$ cat config.mk
export PLATFORM = sky130hd
export DESIGN_NAME = alu_flat
export DESIGN_NICKNAME = d
export VERILOG_FILES = /design/src/rtl/alu_if.sv /design/src/rtl/alu.sv /design/src/flat_wrapper.sv
export SDC_FILE = /design/constraint.sdc
export NUM_CORES = 1
export LEC_CHECK = 0
export ABC_AREA = 1
export CAP_MARGIN = 40
export CELL_PAD_IN_SITES_DETAIL_PLACEMENT = 0
export CELL_PAD_IN_SITES_GLOBAL_PLACEMENT = 1
export CORE_UTILIZATION = 25
export CTS_CLUSTER_SIZE = 12
export DETAILED_ROUTE_END_ITERATION = 16
export GPL_TIMING_DRIVEN = 0
export PLACE_DENSITY = 0.6
export SETUP_SLACK_MARGIN = 0.3
export SLEW_MARGIN = 0
export SYNTH_ARGS = -nofsm -noshare
export SYNTH_HDL_FRONTEND = slang
export SYNTH_SLANG_ARGS = --single-unit
$ cat constraint.sdc
create_clock -name clk -period 4.17 [get_ports clk]
set_input_delay 0.834 -clock clk [delete_from_list [all_inputs] [get_ports clk]]
set_output_delay 0.834 -clock clk [all_outputs]
set_load 0.01 [all_outputs]
$ cat src/rtl/alu_if.sv
// -----------------------------------------------------------------------------
// alu_if
// Request/response bundle for the registered 32-bit ALU.
//   in_valid  : request strobe (master -> slave)
//   op1, op2  : operands; op2[4:0] is the shift amount for shifts
//   alu_op    : 4-bit operation select
//   result    : registered 32-bit result (slave -> master)
//   zero      : registered, 1 when result == 0
//   carry_out : registered carry / no-borrow flag (ADD/SUB only)
//   overflow  : registered signed-overflow flag (ADD/SUB only)
//   out_valid : one-cycle pulse when result/flags hold a new value
// The clock and reset are not part of the bundle; they stay plain ports.
// -----------------------------------------------------------------------------
interface alu_if;
   logic        in_valid;
   logic [31:0] op1;
   logic [31:0] op2;
   logic [3:0]  alu_op;
   logic [31:0] result;
   logic        zero;
   logic        carry_out;
   logic        overflow;
   logic        out_valid;

   // Requester side: drives operands, observes results.
   modport master (
      output in_valid, op1, op2, alu_op,
      input  result, zero, carry_out, overflow, out_valid
   );

   // ALU side: consumes operands, drives registered results.
   modport slave (
      input  in_valid, op1, op2, alu_op,
      output result, zero, carry_out, overflow, out_valid
   );
endinterface

$ cat src/rtl/alu.sv
// -----------------------------------------------------------------------------
// alu
// Registered 32-bit integer ALU for the execute stage. The operation is
// computed combinationally from the request and captured in output flops on
// the rising edge where in_valid is high, so results appear one cycle later.
// Ports:
//   clk   : rising-edge clock
//   rst_n : synchronous active-low reset (priority over in_valid)
//   bus   : alu_if.slave bundle (request inputs, registered result outputs)
// Opcodes: 0 ADD, 1 SUB, 2 AND, 3 OR, 4 XOR, 5 SLL, 6 SRL, 7 SRA, 8 SLT,
//          9 SLTU, 10-15 reserved (result 0).
// -----------------------------------------------------------------------------
module alu (
   input  logic   clk,
   input  logic   rst_n,
   alu_if.slave   bus
);

   localparam logic [3:0] OP_ADD  = 4'b0000;
   localparam logic [3:0] OP_SUB  = 4'b0001;
   localparam logic [3:0] OP_AND  = 4'b0010;
   localparam logic [3:0] OP_OR   = 4'b0011;
   localparam logic [3:0] OP_XOR  = 4'b0100;
   localparam logic [3:0] OP_SLL  = 4'b0101;
   localparam logic [3:0] OP_SRL  = 4'b0110;
   localparam logic [3:0] OP_SRA  = 4'b0111;
   localparam logic [3:0] OP_SLT  = 4'b1000;
   localparam logic [3:0] OP_SLTU = 4'b1001;

   logic [31:0] result_d,    result_q;
   logic        zero_d,      zero_q;
   logic        carry_d,     carry_q;
   logic        overflow_d,  overflow_q;
   logic        out_valid_q;

   logic [32:0] sum_s;
   logic [4:0]  shamt_s;

   assign shamt_s = bus.op2[4:0];

   // Next result and flags computed from the current request.
   always_comb begin
      result_d   = 32'd0;
      carry_d    = 1'b0;
      overflow_d = 1'b0;
      sum_s      = 33'd0;
      case (bus.alu_op)
         OP_ADD: begin
            sum_s      = {1'b0, bus.op1} + {1'b0, bus.op2};
            result_d   = sum_s[31:0];
            carry_d    = sum_s[32];
            // Same-sign operands producing a differently signed sum.
            overflow_d = (bus.op1[31] == bus.op2[31]) && (sum_s[31] != bus.op1[31]);
         end
         OP_SUB: begin
            // Two's-complement subtract; carry = 1 means no borrow.
            sum_s      = {1'b0, bus.op1} + {1'b0, ~bus.op2} + 33'd1;
            result_d   = sum_s[31:0];
            carry_d    = sum_s[32];
            overflow_d = (bus.op1[31] != bus.op2[31]) && (sum_s[31] != bus.op1[31]);
         end
         OP_AND:  result_d = bus.op1 & bus.op2;
         OP_OR:   result_d = bus.op1 | bus.op2;
         OP_XOR:  result_d = bus.op1 ^ bus.op2;
         OP_SLL:  result_d = bus.op1 << shamt_s;
         OP_SRL:  result_d = bus.op1 >> shamt_s;
         OP_SRA:  result_d = $unsigned($signed(bus.op1) >>> shamt_s);
         OP_SLT:  result_d = {31'd0, ($signed(bus.op1) < $signed(bus.op2))};
         OP_SLTU: result_d = {31'd0, (bus.op1 < bus.op2)};
         default: result_d = 32'd0;
      endcase
      zero_d = (result_d == 32'd0);
   end

   // Output registers: reset wins, otherwise capture on accepted request and hold otherwise.
   always_ff @(posedge clk) begin
      if (!rst_n) begin
         result_q    <= 32'd0;
         zero_q      <= 1'b1;
         carry_q     <= 1'b0;
         overflow_q  <= 1'b0;
         out_valid_q <= 1'b0;
      end else begin
         out_valid_q <= bus.in_valid;
         if (bus.in_valid) begin
            result_q   <= result_d;
            zero_q     <= zero_d;
            carry_q    <= carry_d;
            overflow_q <= overflow_d;
         end else begin
            result_q   <= result_q;
            zero_q     <= zero_q;
            carry_q    <= carry_q;
            overflow_q <= overflow_q;
         end
      end
   end

   assign bus.result    = result_q;
   assign bus.zero      = zero_q;
   assign bus.carry_out = carry_q;
   assign bus.overflow  = overflow_q;
   assign bus.out_valid = out_valid_q;

endmodule

$ cat src/flat_wrapper.sv
// flat-port wrapper written by rule: the top's interface ports become plain ports
module alu_flat 
  (clk, rst_n, bus_in_valid, bus_op1, bus_op2, bus_alu_op, bus_result, bus_zero, bus_carry_out, bus_overflow, bus_out_valid);
  alu_if bus_i ();
  input  logic clk;
  input  logic rst_n;
  input wire logic [$bits(bus_i.in_valid)-1:0] bus_in_valid;
  input wire logic [$bits(bus_i.op1)-1:0] bus_op1;
  input wire logic [$bits(bus_i.op2)-1:0] bus_op2;
  input wire logic [$bits(bus_i.alu_op)-1:0] bus_alu_op;
  output wire logic [$bits(bus_i.result)-1:0] bus_result;
  output wire logic [$bits(bus_i.zero)-1:0] bus_zero;
  output wire logic [$bits(bus_i.carry_out)-1:0] bus_carry_out;
  output wire logic [$bits(bus_i.overflow)-1:0] bus_overflow;
  output wire logic [$bits(bus_i.out_valid)-1:0] bus_out_valid;
  assign bus_i.in_valid = bus_in_valid;
  assign bus_i.op1 = bus_op1;
  assign bus_i.op2 = bus_op2;
  assign bus_i.alu_op = bus_alu_op;
  assign bus_result = bus_i.result;
  assign bus_zero = bus_i.zero;
  assign bus_carry_out = bus_i.carry_out;
  assign bus_overflow = bus_i.overflow;
  assign bus_out_valid = bus_i.out_valid;
  alu u_core (.clk(clk), .rst_n(rst_n), .bus(bus_i));
endmodule
==> impl_metrics.toml, run 1 <==
[setup_path]
r2r_cells = 2
r2r_end = "u_core.bus.result[23]"
r2r_start = "u_core.bus.result[23]"
cp.arrival_ns = 3.96
r2r_setup_slack_ns = 3.50
required_ns = 4.40
path_class = "in -> reg"
crit_path_end_kind = "flop"
cp_max_fo = 11
startpoint_type = "input port"

[yosys]
yosysSeqAreaShare_pct = 6.13
synth_top_area_cell = "nand2_1"
synth_area_leaders = "nand2_1 (25%), nand3_1 (18%), inv_1 (11%)"
netlist_area_mm2 = 0.0118
ys.flop_type = "dfxtp_1"
syn_avg_cell_area_um2 = 5.01
ys_types = 42
synthCells = 2348
synth_edf_count = 0
synth_common_cells = "nand2_1 (773), nand3_1 (422), inv_1 (342), nor2_1 (219), ha_1 (97)"
synth_most_common_cell = "nand2_1"
async_reset_ff_share_pct = 0
ys_seq_elements = 36
synth_nets = 2518
synth_top_area_share_pct = 24.7
ys_warn_count = 0

[min_path]
hold_path_depth = 2
hp-class = "reg -> reg"
hp-start = "u_core.bus.result[9]"
holdPathEnd = "u_core.bus.result[9]"

[timing]
fin_hold_ws_ns = 0.479
period_share_pct = 89.5
setup_viol = 0
slew_violations = 0
clock-skew-final_ns = 0
fin_crit_ns = 3.73
relSlewSlack_pct = 41.5
fmax_mhz = 268
grt_setup_unrepaired = "false"
tightest_slew_ns = 0.877
hold_viol_final = 0

[floorplan]
die_x_um = 219
fp.dieH_um = 219
boundaryPins = 107
core-area_mm2 = 0.0465
dieArea_mm2 = 0.0479
std_cell_rows = 79
start_util_pct = 25.3

[routing]
routedWlPerCell_um = 23.6
drtIter0Drc = 1678
detail-route-antenna-nets = 0
via_per_inst = 5.25
first_pass_iters = 5
vias = 16200
finalWirelength_um = 72700
drc = 0

[global_route]
grt_max_degree = 13
grt_pass1_vias = 15200
grt_pass1_wl_um = 104000
grtUsageTotal_pct = 29.9
overflow = 0
antenna_found_initial = 1

[final_layout]
drive_gt1_share_pct = 9.98
stdcell_area_mm2 = 0.0143
finalCoreUtilization_pct = 30.9
fill_cells = 5530
area_growth_pct = 22.0
antenna_cells = 0
fin_nets = 2644

[flow_run]
cap_violations = 0

[placed_design]
dpl_cell_area_mm2 = 0.0136
place_congestion = 0.995
port_buffers = 104
place_hpwl_um = 61900

[status]
status = "finished clean"

[clock_tree]
htree_levels = 2
cts_tree = "yes"
clockBufferDepth = 2
cts.sinks = 36
root_buffer = "clkbuf_16"
path_clk_slew_ns = 0.06
numCtsBuffers = 5
insertion_delay_ns = 0.28

[power]
max-vdd-ir-drop_mv = 0.166
leakagePower_nw = 7.90
power_density_mw_per_mm2 = 181
## metrics by stage
| step | setup slack [ns] | total power, mW | instances | setup TNS [ns] |
|---|---|---|---|---|
| 5_1_grt | 0.273 | 2.76 | 3082 | 0 |
| 2_1_floorplan | 0.943 | 1.39 | 2348 | 0 |
| 3_3_place_gp | -1.02 | 2.08 | 3059 | -12.59 |
| 6_report | 0.437 | 2.59 | 3082 | 0 |
| 3_5_place_dp | -0.990 | 2.08 | 3060 | -12.16 |
| 4_1_cts | 0.302 | 2.53 | 3078 | 0 |
## cell type report
| class | count | area (µm²) | share of cell area, % |
|---|---|---|---|
| multi-input cells | 1853 | 9550 | 66.6 |
| inverters | 355 | 1340 | 9.36 |
| repair buffers | 119 | 1190 | 8.32 |
| well taps | 607 | 759 | 5.29 |
| flip-flops and latches | 36 | 721 | 5.02 |
| plain buffers | 104 | 632 | 4.40 |
| clock buffers | 7 | 143 | 0.994 |
| clock inverters | 1 | 7.51 | 0.0523 |
## timing repair
| action | CTS | global route |
|---|---|---|
| pin swaps | 15 | 20 |
| setup buffers | 10 | 4 |
| endpoints found under the setup margin | 33 | 6 |
| hold buffers | 0 | 0 |
| resized for setup | 103 | 81 |
| cloned | 0 | 0 |
## sequential cells by signal, indices dropped and copies added (netlist names)
register / flops
u_core.bus.carry_out: 1
u_core.bus.result: 32
u_core.bus.zero: 1
u_core.bus.overflow: 1
u_core.bus.out_valid: 1
## where the power goes
group          internal (mW)  switching (mW)  total, mW
sequential             0.370          0.0149      0.385
clock                  0.238           0.145      0.383
combinational          0.565            1.26       1.82
## worst max-delay path, cell delays in order
cell and delay, ns:
dlygate4sd2_1 0.29, buf_6 0.16, inv_4 0.10, buf_6 0.17, buf_8 0.19, ha_1 0.25, clkbuf_4 0.20, nand2_1 0.07
nand2_1 0.05, nand2_1 0.10, nand2_1 0.07, nand2_1 0.07, nand3_2 0.14, o21ai_0 0.18, a21oi_1 0.07, nor2_2 0.22
nand2_2 0.12, nor2_2 0.13, nand2_1 0.08, nor2_2 0.15, nand2_1 0.07, nor2_1 0.10, nand3_1 0.08, nand2_1 0.06
## worst max-delay path by stage
stage | from | endpoint | slack [ns] | cells past startpoint
after floorplan | bus_op2[2] | u_core.bus.zero | 0.94 | 23
after global placement | bus_op2[3] | u_core.bus.zero | -1.02 | 24
after detailed placement | bus_op2[3] | u_core.bus.zero | -0.99 | 24
after CTS | bus_op2[2] | u_core.bus.zero | 0.30 | 25
after global routing | bus_op2[3] | u_core.bus.zero | 0.27 | 25
final | bus_op2[3] | u_core.bus.zero | 0.44 | 24
## layer usage
layer / global-route usage (%) / share of wire (%)
met1: 40.5 / 44
met2: 49.3 / 45
met3: 2.67 / 6.4
met4: 10.0 / 4.1
met5: 0 / 0.018
## layout by cell type, fill, tap and decap left out, drive strengths merged, types with 36 or more instances in the layout
cell           instances
nand2                799
nand3                427
inv                  355
nor2                 225
ha                    97
a21oi                 91
buf                   89
clkdlybuf4s50         79
o21ai                 71
clkbuf                38
dfxtp                 36
## kinds of logic (layout without fill, tap and decap cells)
kind of cell	after synthesis	after routing	synth area share [%]
DFF	36	36	6.13
adders and majority gates	99	99	10.7
xor gates and xnor gates	4	4	0.298
AOI/OAI and AO/OA	231	231	11.3
buffers and inverters	459	586	16.2
and+or+nand+nor	1519	1519	55.4
No activity file was read; power rests on OpenSTA's default activity.
==> run 2: changes to the inputs <==
--- a/config.mk
+++ b/config.mk
@@ -15,7 +15,7 @@
 export GPL_TIMING_DRIVEN = 0
 export PLACE_DENSITY = 0.6
 export SETUP_SLACK_MARGIN = 0.3
-export SLEW_MARGIN = 0
+export SLEW_MARGIN = 20
 export SYNTH_ARGS = -nofsm -noshare
 export SYNTH_HDL_FRONTEND = slang
 export SYNTH_SLANG_ARGS = --single-unit
==> results of run 2 <==
Final layout, timing and power as in run 1 (identical DEF).
==> run 3: changes to the inputs <==
--- a/config.mk
+++ b/config.mk
@@ -10,7 +10,6 @@
 export CELL_PAD_IN_SITES_DETAIL_PLACEMENT = 0
 export CELL_PAD_IN_SITES_GLOBAL_PLACEMENT = 1
 export CORE_UTILIZATION = 25
-export CTS_CLUSTER_SIZE = 12
 export DETAILED_ROUTE_END_ITERATION = 16
 export GPL_TIMING_DRIVEN = 0
 export PLACE_DENSITY = 0.6
==> results of run 3 <==
Final layout, timing and power as in run 1 (identical DEF).
